--- config.mk ---
export PLATFORM = sky130hd
export DESIGN_NAME = fix_read_msg_ctrl
export DESIGN_NICKNAME = d
export VERILOG_FILES = /design/src/rtl/fix_read_pkg.sv /design/src/rtl/fix_timeout_cnt.sv /design/src/rtl/fix_read_msg_ctrl.sv
export SDC_FILE = /design/constraint.sdc
export NUM_CORES = 1
export LEC_CHECK = 0
export CAP_MARGIN = 20
export CORE_MARGIN = 1
export CORE_UTILIZATION = 40
export DETAILED_ROUTE_END_ITERATION = 8
export GPL_TIMING_DRIVEN = 1
export PLACE_DENSITY = 0.87
export SLEW_MARGIN = 0
export SYNTH_ARGS = -nofsm -noshare
export SYNTH_HDL_FRONTEND = slang
export SYNTH_SLANG_ARGS = --single-unit
--- constraint.sdc ---
create_clock -name clk -period 2.4 [get_ports clk]
set_clock_uncertainty 0.1 [all_clocks]
set_input_delay 0.24 -clock clk [delete_from_list [all_inputs] [get_ports clk]]
set_output_delay 0.24 -clock clk [all_outputs]
set_load 0.03 [all_outputs]
--- src/rtl/fix_read_pkg.sv ---
// rtl/fix_read_pkg.sv - shared types and helpers for the FIX message read controller
package fix_read_pkg;

    // Result bus width; matches the default message-buffer address width.
    localparam int RES_ADDR_WIDTH = 16;

    typedef enum logic [2:0] {
        ST_IDLE,
        ST_LOC_RD,
        ST_LOC_WAIT,
        ST_SEARCH_REQ,
        ST_SEARCH_WAIT,
        ST_DONE
    } state_t;

    typedef enum logic [2:0] {
        ERR_NONE    = 3'd0,
        ERR_IDX     = 3'd1,
        ERR_EMPTY   = 3'd2,
        ERR_RANGE   = 3'd3,
        ERR_TIMEOUT = 3'd4
    } err_t;

    typedef struct packed {
        logic                      found;
        logic [RES_ADDR_WIDTH-1:0] value_addr;
        err_t                      err;
    } result_t;

    function automatic logic is_timed(input state_t s);
        return (s == ST_LOC_WAIT) || (s == ST_SEARCH_REQ) || (s == ST_SEARCH_WAIT);
    endfunction

    function automatic result_t make_err(input err_t e);
        result_t r;
        r.found      = 1'b0;
        r.value_addr = '0;
        r.err        = e;
        return r;
    endfunction

endpackage

--- src/rtl/fix_timeout_cnt.sv ---
// rtl/fix_timeout_cnt.sv - clearable wait counter flagging the last allowed cycle
module fix_timeout_cnt #(
    parameter int LIMIT = 1024
) (
    input  logic clk,
    input  logic rst_n,
    input  logic clear,
    input  logic enable,
    output logic expired
);
    localparam int W = (LIMIT > 1) ? $clog2(LIMIT) : 1;
    localparam logic [W-1:0] LAST = W'(LIMIT - 1);

    logic [W-1:0] cnt_q;

    always_ff @(posedge clk or negedge rst_n) begin
        if (!rst_n) begin
            cnt_q <= '0;
        end else if (clear) begin
            cnt_q <= '0;
        end else if (enable && !expired) begin
            cnt_q <= cnt_q + W'(1);
        end
    end

    assign expired = (cnt_q == LAST);

endmodule

--- src/rtl/fix_read_msg_ctrl.sv ---
// rtl/fix_read_msg_ctrl.sv - sequenced FIX message read: location lookup, bounded tag search, result
module fix_read_msg_ctrl
    import fix_read_pkg::*;
#(
    parameter int TAG_WIDTH      = 32,
    parameter int NUM_MESSAGE    = 10,
    parameter int ADDR_WIDTH     = 16,
    parameter int TIMEOUT_CYCLES = 1024,
    parameter int IDX_WIDTH      = $clog2(NUM_MESSAGE)
) (
    input  logic                  clk,
    input  logic                  rst_n,
    input  logic                  read_req_i,
    input  logic [IDX_WIDTH-1:0]  read_idx_i,
    input  logic [TAG_WIDTH-1:0]  read_tag_i,
    output logic                  read_ack_o,
    output logic                  busy_o,
    output logic                  loc_rd_en_o,
    output logic [IDX_WIDTH-1:0]  loc_rd_idx_o,
    input  logic                  loc_rd_valid_i,
    input  logic                  loc_entry_valid_i,
    input  logic [ADDR_WIDTH-1:0] loc_start_addr_i,
    input  logic [ADDR_WIDTH-1:0] loc_end_addr_i,
    output logic                  search_valid_o,
    input  logic                  search_ready_i,
    output logic [TAG_WIDTH-1:0]  search_tag_o,
    output logic [ADDR_WIDTH-1:0] search_start_addr_o,
    output logic [ADDR_WIDTH-1:0] search_end_addr_o,
    input  logic                  search_done_i,
    input  logic                  search_found_i,
    input  logic [ADDR_WIDTH-1:0] search_value_addr_i,
    output logic                  done_o,
    output logic                  found_o,
    output logic [ADDR_WIDTH-1:0] value_addr_o,
    output logic [2:0]            err_o
);
    localparam logic [IDX_WIDTH:0] NUM_MSG = (IDX_WIDTH + 1)'(NUM_MESSAGE);

    state_t                state_q, state_d;
    result_t               res_q, res_d;
    logic [IDX_WIDTH-1:0]  idx_q;
    logic [TAG_WIDTH-1:0]  tag_q;
    logic [ADDR_WIDTH-1:0] start_q, end_q;
    logic                  ack_q, busy_q, loc_en_q, search_valid_q, done_q;
    logic                  capture_req, capture_loc;
    logic                  tmo_clear, tmo_enable, tmo_expired;

    // Completing events are tested before tmo_expired so they win a same-cycle tie.
    always_comb begin
        state_d     = state_q;
        res_d       = res_q;
        capture_req = 1'b0;
        capture_loc = 1'b0;
        case (state_q)
            ST_IDLE: begin
                if (read_req_i) begin
                    capture_req = 1'b1;
                    if ({1'b0, read_idx_i} >= NUM_MSG) begin
                        state_d = ST_DONE;
                        res_d   = make_err(ERR_IDX);
                    end else begin
                        state_d = ST_LOC_RD;
                    end
                end
            end
            ST_LOC_RD: state_d = ST_LOC_WAIT;
            ST_LOC_WAIT: begin
                if (loc_rd_valid_i) begin
                    if (!loc_entry_valid_i) begin
                        state_d = ST_DONE;
                        res_d   = make_err(ERR_EMPTY);
                    end else if (loc_start_addr_i > loc_end_addr_i) begin
                        state_d = ST_DONE;
                        res_d   = make_err(ERR_RANGE);
                    end else begin
                        state_d     = ST_SEARCH_REQ;
                        capture_loc = 1'b1;
                    end
                end else if (tmo_expired) begin
                    state_d = ST_DONE;
                    res_d   = make_err(ERR_TIMEOUT);
                end
            end
            ST_SEARCH_REQ: begin
                if (search_ready_i) begin
                    state_d = ST_SEARCH_WAIT;
                end else if (tmo_expired) begin
                    state_d = ST_DONE;
                    res_d   = make_err(ERR_TIMEOUT);
                end
            end
            ST_SEARCH_WAIT: begin
                if (search_done_i) begin
                    state_d          = ST_DONE;
                    res_d.found      = search_found_i;
                    res_d.value_addr = RES_ADDR_WIDTH'(search_value_addr_i);
                    res_d.err        = ERR_NONE;
                end else if (tmo_expired) begin
                    state_d = ST_DONE;
                    res_d   = make_err(ERR_TIMEOUT);
                end
            end
            ST_DONE: state_d = ST_IDLE;
            default: state_d = ST_IDLE;
        endcase
    end

    assign tmo_enable = is_timed(state_q);
    assign tmo_clear  = is_timed(state_d) && (state_d != state_q);

    fix_timeout_cnt #(
        .LIMIT (TIMEOUT_CYCLES)
    ) u_timeout (
        .clk     (clk),
        .rst_n   (rst_n),
        .clear   (tmo_clear),
        .enable  (tmo_enable),
        .expired (tmo_expired)
    );

    always_ff @(posedge clk or negedge rst_n) begin
        if (!rst_n) begin
            state_q        <= ST_IDLE;
            res_q          <= '0;
            idx_q          <= '0;
            tag_q          <= '0;
            start_q        <= '0;
            end_q          <= '0;
            ack_q          <= 1'b0;
            busy_q         <= 1'b0;
            loc_en_q       <= 1'b0;
            search_valid_q <= 1'b0;
            done_q         <= 1'b0;
        end else begin
            state_q        <= state_d;
            res_q          <= res_d;
            ack_q          <= capture_req;
            busy_q         <= (state_d != ST_IDLE);
            loc_en_q       <= (state_q == ST_LOC_RD);
            search_valid_q <= (state_d == ST_SEARCH_REQ);
            done_q         <= (state_d == ST_DONE);
            if (capture_req) begin
                idx_q <= read_idx_i;
                tag_q <= read_tag_i;
            end
            if (capture_loc) begin
                start_q <= loc_start_addr_i;
                end_q   <= loc_end_addr_i;
            end
        end
    end

    assign read_ack_o          = ack_q;
    assign busy_o              = busy_q;
    assign loc_rd_en_o         = loc_en_q;
    assign loc_rd_idx_o        = idx_q;
    assign search_valid_o      = search_valid_q;
    assign search_tag_o        = tag_q;
    assign search_start_addr_o = start_q;
    assign search_end_addr_o   = end_q;
    assign done_o              = done_q;
    assign found_o             = res_q.found;
    assign value_addr_o        = ADDR_WIDTH'(res_q.value_addr);
    assign err_o               = res_q.err;

endmodule

==> metrics.csv <==
stage,metric,value,unit
detailed_routing,num_vias,3710,
grt,grt_max_degree,55,
power_and_ir_drop,power_density,1290,nW/µm²
critical_path,critPathRequiredTime,2530,ps
synth,yosysTopAreaCell,dfrtp_1,
critical_path,startpoint_type,input port,
timing,setup_violations,12,
critical_path,crit-reg2reg-launch,u_timeout.cnt_q[0],
timing,drv_slew,0,
placed_design,dp_slack,-640,ps
min_path,min_from,loc_start_addr_i[12],
run_status,violations,negative setup slack,
detailed_routing,drc_errors,0,
timing,slew_headroom,0.581,
grt,grt.total_usage,0.207,
flow_run,cap_violations,0,
synth,ys_seq_elements,106,
synth,synth_edf_count,0,
clocking,cts_max_path_buffers,2,
min_path,min_path_cells,2,
synth,syn_nets,469,
detailed_routing,ant_nets,0,
finish,diodes,0,
critical_path,critPathSlowestCell,clkdlybuf4s50_1,
critical_path,cp_cell_sequence,clkdlybuf4s50_1 > ha_1 > and4_4 > nand4_1 > buf_4 > o22ai_2 > o311ai_2 > o31a_4 > buf_12 > nand2_8 > a22o_1,
timing,post-route-min-period,2420,ps
synth,async_reset_ff_frac,1.00,
critical_path,cp_top_family,compound AO/OA/AOI/OAI gates,
synth,ys_warn_count,0,
finish,multi_input_area,2210,µm²
synth,yosys.cell_types.count,51,
critical_path,critPathKind,input port to register,
finish,fillers,906,
placed_design,place.gp.congestion,0.838,
grt,grt_pass1_wl,20100,µm
detailed_routing,first_iter_violations,164,
timing,fin_crit_sh,1.01,
detailed_routing,drt_wl_total,12300,µm
timing,fmax,414,MHz
min_path,hp-class,input port to register,
floorplan,ios,185,
critical_path,path_max_fanout,6,
finish,drive_above_1_share,0.283,
run_status,status,"finished, violations left",
critical_path,cp.depth,11,
synth,netlist_top_cells_area,"dfrtp_1, mux2_2, ha_1",
grt,grt_pass1_vias,4011,
clocking,cts_tree,built,
synth,yosysSeqAreaShare,0.564,
clocking,cts_buffers,9,
floorplan,die_area,12200,µm²
power_and_ir_drop,worst_ir_drop_vdd,0.000790,V
timing,final.setup.tns,-139,ps
critical_path,max_stage_delay,500,ps
floorplan,dieWidth,110,µm
detailed_routing,vias_per_cell,5.16,
finish,syn_to_final_growth,60.2,%
floorplan,rows,39,
critical_path,critPathLaunch,loc_end_addr_i[0],
synth,syn_inst,360,
clocking,cts-root-buf,clkbuf_16,
grt,overflow,0,
grt,antenna_found_initial,0,
floorplan,start_util,0.412,
timing,max_slew.worst_pin.slew,628,ps
synth,synth_area,4700,µm²
clocking,cts_sinks,106,
critical_path,cp.arrival,2550,ps
timing,finalHoldViolCount,0,
finish,regArea,2660,µm²
critical_path,reg2reg_depth,9,
clocking,worst_skew_pair.late_latency,350,ps
synth,synthTopCellsByCount,"dfrtp_1, mux2_2, inv_1, nor2_1",
critical_path,crit_buf_inv,3,
placed_design,dp_hpwl,8320,µm
synth,syn_avg_cell_area,13.1,µm²
floorplan,coreArea,11400,µm²
critical_path,crit_path_end_kind,register,
clocking,cts_htree_levels,3,
power_and_ir_drop,p_leak,3.31,nW
detailed_routing,wl_per_cell,17.0,µm
floorplan,die_y,110,µm
clocking,clk_pin_slew,70,ps
synth,yosysTopAreaCellShare,0.564,
finish,nNetsFinal,681,
detailed_routing,dr.pass1.iters,5,
timing,setup_ws,-16.2,ps
synth,yosysMostFrequentCell,dfrtp_1,
synth,synthFlopType,dfrtp_1,
placed_design,numPortBuffers,184,
[routing by layer]
metal  up-vias  track usage  wire [µm]
li1       1720            -          -
met1      1832        0.241       4840
met2       136        0.361       6430
met3        22       0.0697        740
met4         0       0.0622        250
met5         -            0          0
[worst paths after layout]
check / to / slack, ps
setup reg to reg: value_addr_o[8] / 70
hold reg to reg: err_o[0] / 400
hold / removal: search_start_addr_o[12] / 80
setup / recovery: value_addr_o[8] / -20
max in group asynchronous: search_start_addr_o[7] / 1240
min in group asynchronous: value_addr_o[7] / 310
[cells in the final DEF, fill, tap and decap left out, types with 5 or more instances in the layout]
cell type | synthesis | final
clkdlybuf4s50_1 | 0 | 154
buf_12 | 0 | 5
nand2_1 | 16 | 16
dlymetal6s2s_1 | 0 | 9
ha_4 | 0 | 12
dlygate4sd2_1 | 0 | 20
o21ai_0 | 8 | 6
a21oi_1 | 11 | 8
nor2_1 | 19 | 19
inv_1 | 19 | 9
inv_2 | 0 | 10
mux2_2 | 68 | 67
clkbuf_16 | 0 | 9
xor2_1 | 5 | 5
buf_4 | 1 | 19
dfrtp_1 | 106 | 104
a22o_1 | 17 | 17
[cell families after synthesis]
logic type	share of synthesized area
adders and majority gates	0.0452
muxes	0.165
and+or+nand+nor	0.0819
DFF	0.564
AOI/OAI and AO/OA	0.0958
buffers and inverters	0.0314
xor gates and xnor gates	0.0168
[report_power, final]
group          internal [W]  switching (W)
Clock              0.000754       0.000623
Combinational       0.00249        0.00281
Sequential          0.00258       0.000462
[timing repair]
action,CTS,global route
gates cloned,6,0
endpoints found under the setup margin,63,42
setup buffers,6,5
hold buffers,1,0
hold endpoints to repair,32,0
pin swaps,30,14
gates resized for setup,57,25
[area by class of cell]
| cell class | instances | share of cell area |
|---|---|---|
| flip-flops and latches | 106 | 0.352 |
| multi-input cells | 225 | 0.293 |
| repair buffers | 211 | 0.285 |
| clock buffers | 13 | 0.0345 |
| well taps | 143 | 0.0237 |
| inverters | 19 | 0.00947 |
| clock inverters | 2 | 0.00166 |
[sequential cells by signal (all words and copies together), names as in the netlist]
| signal | count |
|---|---|
| busy_o | 1 |
| done_o | 1 |
| err_o | 3 |
| found_o | 1 |
| loc_rd_en_o | 1 |
| loc_rd_idx_o | 4 |
| read_ack_o | 1 |
| search_end_addr_o | 16 |
| search_start_addr_o | 16 |
| search_tag_o | 32 |
| search_valid_o | 1 |
| state_q | 3 |
| u_timeout.cnt_q | 10 |
| value_addr_o | 16 |
[stage by stage]
step | power [W] | cells | instance area (µm²) | util | hold WS (ps)
after floorplan | 0.00593 | 360 | 4700 | - | -156
after global placement | 0.00786 | 687 | 6800 | 0.596 | 117
after detailed placement | 0.00802 | 687 | 6800 | 0.596 | 126
after CTS | 0.00969 | 714 | 7400 | 0.648 | 157
after global routing | 0.0102 | 719 | 7530 | 0.660 | 66.4
final | 0.00971 | 719 | 7530 | 0.660 | 80.5
Power figures use the tool's default switching activity.
